===== src/rtl/strv32i_pkg.sv =====
// -----------------------------------------------------------------------------
// strv32i_pkg
// Shared definitions for the STRV32I front end:
//   - pc_src_e      : redirect source encodings. The control unit drives these
//                     and fetch_unit decodes them.
//   - fetch_state_e : fetch FSM states.
//   - NOP_INSTR     : canonical bubble (addi x0,x0,0).
//   - redirect_target(): the redirect mux, with the result forced word aligned.
// -----------------------------------------------------------------------------
package strv32i_pkg;

  typedef enum logic [1:0] {
    PC_SRC_BOOT   = 2'b00,
    PC_SRC_BRANCH = 2'b01,
    PC_SRC_TRAP   = 2'b10,
    PC_SRC_SEQ    = 2'b11
  } pc_src_e;

  typedef enum logic [1:0] {
    ST_BOOT  = 2'b00,
    ST_FETCH = 2'b01,
    ST_HOLD  = 2'b10,
    ST_DRAIN = 2'b11
  } fetch_state_e;

  localparam logic [31:0] NOP_INSTR = 32'h0000_0013;

  // Select the redirect target and clear bits [1:0] so that imem always
  // sees a word-aligned address, whatever the source supplied.
  function automatic logic [31:0] redirect_target(
    input logic [1:0]  src,
    input logic [31:0] boot_addr,
    input logic [31:0] branch_target,
    input logic [31:0] trap_target,
    input logic [31:0] seq_target
  );
    logic [31:0] t;
    case (src)
      PC_SRC_BOOT:   t = boot_addr;
      PC_SRC_BRANCH: t = branch_target;
      PC_SRC_TRAP:   t = trap_target;
      default:       t = seq_target;
    endcase
    return {t[31:2], 2'b00};
  endfunction

endpackage


===== src/rtl/fetch_unit_if.sv =====
// -----------------------------------------------------------------------------
// fetch_unit_if
// Instruction-memory req/ack bus.
//   imem_req_out   : fetch request (fetch -> memory)
//   imem_addr_out  : word-aligned fetch address (fetch -> memory)
//   imem_ack_in    : response strobe; data valid in the same cycle (memory -> fetch)
//   imem_rdata_in  : instruction word (memory -> fetch)
// master = fetch unit, slave = instruction memory.
// -----------------------------------------------------------------------------
interface fetch_unit_if;

  logic        imem_req_out;
  logic [31:0] imem_addr_out;
  logic        imem_ack_in;
  logic [31:0] imem_rdata_in;

  modport master (
    output imem_req_out,
    output imem_addr_out,
    input  imem_ack_in,
    input  imem_rdata_in
  );

  modport slave (
    input  imem_req_out,
    input  imem_addr_out,
    output imem_ack_in,
    output imem_rdata_in
  );

endinterface


===== src/rtl/fetch_skid_reg.sv =====
// -----------------------------------------------------------------------------
// fetch_skid_reg
// Two-entry IF/ID holding register: an output slot seen by decode and a
// one-entry skid that catches a response arriving while decode is stalled.
//   clk_in, rst_n_in : clock, asynchronous active-low reset
//   clear_in         : invalidate both entries at the next edge (flush)
//   stall_in         : decode cannot accept the output slot this cycle
//   push_in          : a fetched word is delivered this cycle
//   push_instr_in    : fetched instruction word
//   push_pc_in       : PC of the fetched word
//   instr_out        : output slot instruction, NOP_INSTR when empty
//   pc_out           : PC of the output slot
//   valid_out        : output slot holds a valid instruction
// -----------------------------------------------------------------------------
module fetch_skid_reg
  import strv32i_pkg::*;
#(
  parameter logic [31:0] RESET_PC = 32'h0000_0000
) (
  input  logic        clk_in,
  input  logic        rst_n_in,
  input  logic        clear_in,
  input  logic        stall_in,
  input  logic        push_in,
  input  logic [31:0] push_instr_in,
  input  logic [31:0] push_pc_in,
  output logic [31:0] instr_out,
  output logic [31:0] pc_out,
  output logic        valid_out
);

  logic        out_valid_q, out_valid_d;
  logic [31:0] out_instr_q, out_instr_d;
  logic [31:0] out_pc_q,    out_pc_d;
  logic        skid_valid_q, skid_valid_d;
  logic [31:0] skid_instr_q, skid_instr_d;
  logic [31:0] skid_pc_q,    skid_pc_d;
  logic        consume;

  assign consume = out_valid_q && !stall_in;

  always_comb begin
    out_valid_d  = out_valid_q;
    out_instr_d  = out_instr_q;
    out_pc_d     = out_pc_q;
    skid_valid_d = skid_valid_q;
    skid_instr_d = skid_instr_q;
    skid_pc_d    = skid_pc_q;

    if (clear_in) begin
      out_valid_d  = 1'b0;
      skid_valid_d = 1'b0;
    end else if (skid_valid_q) begin
      // The skid is only occupied while the output slot is full, and no new
      // request is issued meanwhile, so the only event is the slot draining.
      if (!stall_in) begin
        out_valid_d  = 1'b1;
        out_instr_d  = skid_instr_q;
        out_pc_d     = skid_pc_q;
        skid_valid_d = 1'b0;
      end
    end else if (push_in) begin
      if (!out_valid_q || consume) begin
        out_valid_d = 1'b1;
        out_instr_d = push_instr_in;
        out_pc_d    = push_pc_in;
      end else begin
        skid_valid_d = 1'b1;
        skid_instr_d = push_instr_in;
        skid_pc_d    = push_pc_in;
      end
    end else if (consume) begin
      out_valid_d = 1'b0;
    end
  end

  always_ff @(posedge clk_in or negedge rst_n_in) begin
    if (!rst_n_in) begin
      out_valid_q  <= 1'b0;
      out_instr_q  <= NOP_INSTR;
      out_pc_q     <= RESET_PC;
      skid_valid_q <= 1'b0;
      skid_instr_q <= NOP_INSTR;
      skid_pc_q    <= RESET_PC;
    end else begin
      out_valid_q  <= out_valid_d;
      out_instr_q  <= out_instr_d;
      out_pc_q     <= out_pc_d;
      skid_valid_q <= skid_valid_d;
      skid_instr_q <= skid_instr_d;
      skid_pc_q    <= skid_pc_d;
    end
  end

  assign valid_out = out_valid_q;
  assign instr_out = out_valid_q ? out_instr_q : NOP_INSTR;
  assign pc_out    = out_pc_q;

endmodule


===== src/rtl/fetch_unit.sv =====
// -----------------------------------------------------------------------------
// fetch_unit
// STRV32I instruction-fetch front end. Owns the PC, runs the req/ack
// handshake to instruction memory and feeds decode through fetch_skid_reg.
//   clk_in, rst_n_in   : clock, asynchronous active-low reset
//   flush_in           : redirect request from the control unit
//   pc_src_in          : redirect source (pc_src_e), only meaningful with flush_in
//   branch_target_in   : branch/jump target
//   trap_target_in     : trap vector
//   stall_in           : decode cannot accept this cycle
//   imem               : instruction-memory bus (master side)
//   instr_out          : instruction to decode (NOP_INSTR when empty)
//   instr_pc_out       : PC of instr_out
//   instr_valid_out    : instr_out is valid
//   pc_out             : current fetch PC
// -----------------------------------------------------------------------------
module fetch_unit
  import strv32i_pkg::*;
#(
  parameter logic [31:0] BOOT_ADDR = 32'h0000_0000
) (
  input  logic         clk_in,
  input  logic         rst_n_in,
  input  logic         flush_in,
  input  logic [1:0]   pc_src_in,
  input  logic [31:0]  branch_target_in,
  input  logic [31:0]  trap_target_in,
  input  logic         stall_in,
  fetch_unit_if.master imem,
  output logic [31:0]  instr_out,
  output logic [31:0]  instr_pc_out,
  output logic         instr_valid_out,
  output logic [31:0]  pc_out
);

  fetch_state_e state_q, state_d;
  logic [31:0]  pc_q, pc_d;
  logic [31:0]  redirect_q, redirect_d;
  logic [31:0]  target;
  logic         req;
  logic         push;
  logic         clear;

  assign target = redirect_target(pc_src_in, BOOT_ADDR, branch_target_in,
                                  trap_target_in, pc_q + 32'd4);

  // Nothing is held in BOOT, so a flush there only steers the PC.
  assign clear = flush_in && (state_q != ST_BOOT);

  always_comb begin
    state_d    = state_q;
    pc_d       = pc_q;
    redirect_d = redirect_q;
    req        = 1'b0;
    push       = 1'b0;

    case (state_q)
      ST_BOOT: begin
        if (flush_in) begin
          pc_d    = target;
          state_d = ST_FETCH;
        end
      end

      ST_FETCH: begin
        req = 1'b1;
        if (imem.imem_ack_in) begin
          if (flush_in) begin
            // Response belongs to the wrong path: drop it and redirect now.
            pc_d = target;
          end else begin
            pc_d = pc_q + 32'd4;
            push = 1'b1;
            // Slot full and not draining: the word lands in the skid.
            if (instr_valid_out && stall_in) begin
              state_d = ST_HOLD;
            end
          end
        end else if (flush_in) begin
          // The request must complete before the PC can move; remember
          // where to go once its (discarded) response arrives.
          redirect_d = target;
          state_d    = ST_DRAIN;
        end
      end

      ST_HOLD: begin
        if (flush_in) begin
          pc_d    = target;
          state_d = ST_FETCH;
        end else if (!stall_in) begin
          state_d = ST_FETCH;
        end
      end

      ST_DRAIN: begin
        req = 1'b1;
        if (flush_in) begin
          redirect_d = target;
        end
        if (imem.imem_ack_in) begin
          // A flush in the ack cycle is the most recent one and wins.
          pc_d    = flush_in ? target : redirect_q;
          state_d = ST_FETCH;
        end
      end

      default: begin
        state_d = ST_BOOT;
      end
    endcase
  end

  always_ff @(posedge clk_in or negedge rst_n_in) begin
    if (!rst_n_in) begin
      state_q    <= ST_BOOT;
      pc_q       <= BOOT_ADDR;
      redirect_q <= BOOT_ADDR;
    end else begin
      state_q    <= state_d;
      pc_q       <= pc_d;
      redirect_q <= redirect_d;
    end
  end

  fetch_skid_reg #(
    .RESET_PC (BOOT_ADDR)
  ) u_skid (
    .clk_in        (clk_in),
    .rst_n_in      (rst_n_in),
    .clear_in      (clear),
    .stall_in      (stall_in),
    .push_in       (push),
    .push_instr_in (imem.imem_rdata_in),
    .push_pc_in    (pc_q),
    .instr_out     (instr_out),
    .pc_out        (instr_pc_out),
    .valid_out     (instr_valid_out)
  );

  // The address is the PC register itself, so it cannot change while a
  // request is outstanding (PC only moves on ack or outside FETCH/DRAIN).
  assign imem.imem_req_out  = req;
  assign imem.imem_addr_out = pc_q;
  assign pc_out             = pc_q;

endmodule


===== src/flat_wrapper.sv =====
// flat-port wrapper written by rule: the top's interface ports become plain ports
module fetch_unit_flat import strv32i_pkg::*;
#(
  parameter logic [31:0] BOOT_ADDR = 32'h0000_0000
)
  (clk_in, rst_n_in, flush_in, pc_src_in, branch_target_in, trap_target_in, stall_in, instr_out, instr_pc_out, instr_valid_out, pc_out, imem_imem_req_out, imem_imem_addr_out, imem_imem_ack_in, imem_imem_rdata_in);
  fetch_unit_if imem_i ();
  input  logic clk_in;
  input  logic rst_n_in;
  input  logic flush_in;
  input  logic [1:0] pc_src_in;
  input  logic [31:0] branch_target_in;
  input  logic [31:0] trap_target_in;
  input  logic stall_in;
  output logic [31:0] instr_out;
  output logic [31:0] instr_pc_out;
  output logic instr_valid_out;
  output logic [31:0] pc_out;
  output wire logic [$bits(imem_i.imem_req_out)-1:0] imem_imem_req_out;
  output wire logic [$bits(imem_i.imem_addr_out)-1:0] imem_imem_addr_out;
  input wire logic [$bits(imem_i.imem_ack_in)-1:0] imem_imem_ack_in;
  input wire logic [$bits(imem_i.imem_rdata_in)-1:0] imem_imem_rdata_in;
  assign imem_imem_req_out = imem_i.imem_req_out;
  assign imem_imem_addr_out = imem_i.imem_addr_out;
  assign imem_i.imem_ack_in = imem_imem_ack_in;
  assign imem_i.imem_rdata_in = imem_imem_rdata_in;
  fetch_unit #(.BOOT_ADDR(BOOT_ADDR)) u_core (.clk_in(clk_in), .rst_n_in(rst_n_in), .flush_in(flush_in), .pc_src_in(pc_src_in), .branch_target_in(branch_target_in), .trap_target_in(trap_target_in), .stall_in(stall_in), .imem(imem_i), .instr_out(instr_out), .instr_pc_out(instr_pc_out), .instr_valid_out(instr_valid_out), .pc_out(pc_out));
endmodule

===== config.mk =====
export PLATFORM = sky130hd
export DESIGN_NAME = fetch_unit_flat
export DESIGN_NICKNAME = d
export VERILOG_FILES = /design/src/rtl/strv32i_pkg.sv /design/src/rtl/fetch_unit_if.sv /design/src/rtl/fetch_skid_reg.sv /design/src/rtl/fetch_unit.sv /design/src/flat_wrapper.sv
export SDC_FILE = /design/constraint.sdc
export NUM_CORES = 1
export LEC_CHECK = 0
export CAP_MARGIN = 20
export CORE_MARGIN = 2
export CORE_UTILIZATION = 52
export CTS_BUF_LIST = sky130_fd_sc_hd__clkbuf_16
export DETAILED_ROUTE_END_ITERATION = 16
export HOLD_SLACK_MARGIN = 0.08
export PLACE_DENSITY = 0.87
export SYNTH_ARGS = -nofsm -noshare
export SYNTH_HDL_FRONTEND = slang
export SYNTH_HIERARCHICAL = 1
export SYNTH_SLANG_ARGS = --single-unit

===== constraint.sdc =====
create_clock -name clk_in -period 3 [get_ports clk_in]
set_clock_uncertainty 0.05 [all_clocks]
set_input_delay 0.3 -clock clk_in [delete_from_list [all_inputs] [get_ports clk_in]]
set_output_delay 0.3 -clock clk_in [all_outputs]
set_load 0.02 [all_outputs]

-- Word-level counts from Yosys, hierarchy flattened
Cells that the tools add are included.
- word-level logic and storage cells: 93
- output and inout bits: 130
- bits of input ports: 103
- bits in registers: 196
- muxes and demuxes: 42
- equality and inequality tests: 17
- add/subtract/negate cells: 1
- bitwise operators: 3
- reduce and logical (&&, ||, !) cells: 21
- operators with widths (operator ; count):
    32-bit 2-to-1 mux ; 15
    32-bit case mux with 3 select lines ; 2
    32-bit case mux with 2 select lines ; 1
    32-bit by 3-bit adder with 32-bit output, second input constant ; 1
    2-bit 2-to-1 mux ; 8
    1-bit 2-to-1 mux ; 15
    2-bit inequality test, second input constant ; 5
    3-bit inequality test, second input constant ; 3
    2-bit case mux with 4 select lines ; 1
    4-bit AND reduction ; 2
    2-bit nonzero test ; 4
    2-bit == test, second input constant ; 3
    3-bit by 2-bit inequality test with 1-bit output, second input constant ; 2
    3-bit AND reduction ; 2
    6-bit AND reduction ; 1
    2-bit by 1-bit == test with 1-bit output, second input constant ; 2
    2-bit logical NOT ; 2
    4-bit inequality test, second input constant ; 1
    4-bit nonzero test ; 1
    2-bit OR reduction ; 2
    1-bit logical AND ; 3
    1-bit NOT ; 3
    1-bit logical NOT ; 2
    2-bit by 1-bit inequality test with 1-bit output, second input constant ; 1
    other kinds (2) ; 2

-- Depth between registers and ports, before layout
- word-level depth: 7
- depth in mapped cells: 9
- mapped depth without buffers: 7

-- By module
The synthesis kept the hierarchy.
- by module, submodules not included (module ; area an instance (um^2) ; times used ; cells each):
    fetch_skid_reg ; 5886.9 ; 1 ; 388
    fetch_unit ; 4849.7 ; 1 ; 594

-- Worst setup path before layout
No wires, ideal clock.
- kind: register -> register
- from: register u_core.state_q[1]
- to: register u_core.u_skid.skid_pc_q[14]
- path buffers: 3
- stages on the path, launching flop included: 9
- setup time: 125 ps
- arrival: 2110 ps
- data required time: 2825 ps
- period minus slack after synthesis: 2285 ps
- setup slack: 715 ps
- cells stage by stage: dfrtp_1 clkbuf_1 clkbuf_1 nor2_1 nor2b_1 nand2b_4 nor3_4 buf_6 mux2_2
- longest elaborated chain between the ends: 4
- elaborated cells on any way between the ends: 6
- those cells by class: eq/ne (1); mux (1); bitwise (1); reduce/logical (3)
- RTL lines (element ; line ; text):
    start: declaration ; fetch_unit.sv:36 ; fetch_state_e state_q, state_d;
    start signal: assignment ; fetch_unit.sv:120 ; state_q <= state_d;
    2-bit nonzero test ; fetch_unit.sv:48 ; assign clear = flush_in && (state_q != ST_BOOT);
    1-bit logical AND ; fetch_unit.sv:48 ;
    named net u_core.clear ; fetch_unit.sv:42 ; logic clear;
    1-bit NOT (no line) ; -- ;
    4-bit AND reduction (no line) ; -- ;
    end signal: assignment ; fetch_skid_reg.sv:91 ; skid_pc_q <= skid_pc_d;
    end: declaration ; fetch_skid_reg.sv:37 ; logic [31:0] skid_pc_q, skid_pc_d;
The timed path passes the listed nets, and every way through them passes these cells.
A chain may end at the register's enable or synchronous reset.

-- Worst setup path after layout
- from: register u_core.u_skid.out_valid_q (netlist: u_core/u_skid/valid_out)
- to: output instr_out[31]
- longest elaborated chain between the ends: 1
- RTL lines (element ; line ; text):
    start: declaration ; fetch_skid_reg.sv:32 ; logic out_valid_q, out_valid_d;
    start signal: assignment ; fetch_skid_reg.sv:86 ; out_valid_q <= out_valid_d;
    32-bit 2-to-1 mux ; fetch_skid_reg.sv:96 ; assign instr_out = out_valid_q ? out_instr_q : NOP_INSTR;
    end: declaration ; flat_wrapper.sv:15 ; output logic [31:0] instr_out;
Every way passes these cells.

==> out/qor.yml <==
final_nets: 1276
crit_chain: "buf_4 > and2_1 > clkdlybuf4s50_1"
cts_tree: "built"
drc: 0
avgRoutedWirePerCell_um: 19.4
drt_iter0_drc: 843
cts_resized: 0
htreeDepth: 4
worstPathMaxFanout: 24
tns_ns: 0
fp.dieArea_mm2: 0.0218
clkSinkCount: 196
antenna_cells: 0
die_y_um: 148
hold_viol_final: 0
routed.top_layer: "met4"
syn_area_mm2: 0.0107
fillers: 1502
fin_crit_sh_pct: 89.4
grt_use_total_pct: 26.0
cp.required_ns: 2.65
crit_arrival_ns: 2.33
slew_headroom_pct: 47.9
antenna_found_initial: 0
seq_area_frac_synth_pct: 45.8
cts_buffers: 17
post_cts_buffers: 0
core-area_mm2: 0.0202
rr_endpoint: "u_core/imem.imem_addr_out[20]"
status: "completed"
drt-met1-wl_mm: 11.4
reg2reg_depth: 6
ioPinCount: 233
synth-edff-count: 0
setup_viol: 0
synth_fp_nets: 1086
whs_ns: 0.415
cts.clk_slew.worst_paths_ns: 0.07
critPathMaxStageDelay_ns: 0.85
met3_length_mm: 2.02
wirelength_mm: 28.2
r2r_slack_ns: 0.50
num_rows: 52
ys_seq_elements: 196
tightest_slew_ns: 0.781
place.gp.congestion: 0.960
synth_warnings: 6
synthFlopType: "dfrtp_1"
grt_pass1_wl_mm: 45.1
cts_buffer_depth: 2
ant_nets: 0
syn_area_per_cell_um2: 10.9
period_minus_slack_ns: 2.68
area_delta_synth_final_pct: 27.6
async_flop_share_pct: 100
dieWidth_um: 148
critPathKind: "register to output port"
crit_path_start_kind: "register"
first_global_vias: 8617
r2r_start: "u_core/imem.imem_addr_out[2]"
grt_max_degree: 83
cp-end-kind: "output port"
synth_cell_type_count: 71
gr-total-overflow: 0
initial_utilization_pct: 53.1
min_path_type: "input pin to async pin"
drive_gt1_share_pct: 24.4
powerDensity_mw_per_mm2: 667
leakagePower_uw: 0.00577
layout_common_cells: "227 x clkdlybuf4s50_1, 189 x dfrtp_1, 182 x mux2_2"
dp_hpwl_mm: 19.7
final_common_cell: "clkdlybuf4s50_1"
slew_viol_final: 0
netlist_instances: 982
wl_met2_mm: 13.7
root_buffer: "clkbuf_16"
drt_first_pass_iters: 6
cts_hold_buf: 1
slowest_stage: "dfrtp_1"
clock.fmax_mhz: 373
insertion_delay_ns: 0.43
maxCapViolCount: 0
vdd_drop_max_mv: 0.502
avgViaCountPerCell: 5.91
vias: 8600
port_buffers: 228
rsz0062_at_grt: "no"
metal layers:
metal / global-route usage (%) / vias up
met5: 0 / -
met4: 11.0 / 0
met3: 4.91 / 93
met2: 43.0 / 405
met1: 33.7 / 4207
li1: - / 3895
cell usage after synthesis, types with 4 or more instances:
library cell	n	area (um^2)
dfrtp_1	190	4750
mux2_2	182	2050
a21oi_1	74	370
nand2_1	67	251
nor2_1	53	199
o21ai_0	45	225
buf_4	35	263
and2_1	33	206
buf_2	25	125
clkbuf_1	19	71.3
xnor2_1	19	166
a22o_1	18	158
a22oi_1	16	120
mux2_1	13	146
buf_6	12	135
o22ai_1	12	75.1
nand3_1	11	55.1
o21ai_1	10	50.1
and3_1	9	56.3
xor2_1	9	78.8
a31oi_1	8	50.1
nand4_1	8	50.1
nor2b_1	7	43.8
a21o_1	6	45.0
dfstp_2	6	158
mux2i_1	6	60.1
nand2b_1	6	37.5
inv_1	5	18.8
o21a_1	5	37.5
a221oi_1	4	35.0
a311oi_1	4	35.0
nor3_2	4	40.0
o22a_1	4	35.0
stage by stage:
stage | util [%] | setup slack (ns) | instances | power, uW | cell area [um^2]
2_1_floorplan | - | 0.715 | 982 | 5570 | 10700
3_3_place_gp | 64.8 | 0.408 | 1422 | 6780 | 13100
3_5_place_dp | 64.8 | 0.381 | 1422 | 6890 | 13100
4_1_cts | 67.7 | 0.288 | 1455 | 9190 | 13700
5_1_grt | 67.7 | 0.210 | 1455 | 9600 | 13700
6_report | 67.7 | 0.319 | 1455 | 9140 | 13700
layout make-up:
type	count	area, um^2	share of cell area, %
clock buffer	17	425	3.10
clock inverter	15	164	1.20
inverter	5	18.8	0.137
multi-input combinational	684	5170	37.7
sequential	196	4910	35.9
tap	270	338	2.47
timing repair buffer	268	2680	19.5
power breakdown:
part           total, uW  switching [uW]  internal (uW)  leakage (uW)
combinational       3010            1420           1590       0.00303
clock               2270            1090           1190      0.000280
sequential          3850             578           3270       0.00246
total               9140            3090           6050       0.00577
worst max-delay path by stage:
stage	start	end	slack, ns	depth (start not counted)
2_1_floorplan	u_core/state_q[1]	u_core/u_skid/skid_pc_q[14]	0.71	8
3_3_place_gp	imem_imem_ack_in	u_core/u_skid/pc_out[15]	0.41	7
3_5_place_dp	pc_src_in[1]	u_core/imem.imem_addr_out[23]	0.38	8
4_1_cts	u_core/u_skid/valid_out	instr_out[10]	0.29	3
5_1_grt	u_core/u_skid/valid_out	instr_out[31]	0.21	3
6_report	u_core/u_skid/valid_out	instr_out[31]	0.32	3
cell families (layout without fill, tap and decap cells):
group,Yosys count,in the layout,synth area share [%]
buffers and inverters,102,305,6.22
DFF,196,196,45.8
muxes,201,201,21.0
adders and majority gates,1,1,0.117
AOI/OAI and AO/OA,227,227,13.2
xor gates and xnor gates,28,28,2.28
and+or+nand+nor,227,227,11.4
sequential cells by signal, indices dropped and copies added, names as in the netlist:
signal,flops
u_core/imem.imem_addr_out,32
u_core/redirect_q,32
u_core/state_q,2
u_core/u_skid/out_instr_q,32
u_core/u_skid/pc_out,32
u_core/u_skid/skid_instr_q,32
u_core/u_skid/skid_pc_q,32
u_core/u_skid/skid_valid_q,1
u_core/u_skid/valid_out,1
critical path, delay by kind of cell, from the launching register on:
kind | cells | cell delay [ns]
simple gates | 1 | 0.15
buf+inv | 2 | 0.91
flops | 1 | 0.85
Power figures use the tool's default switching activity.
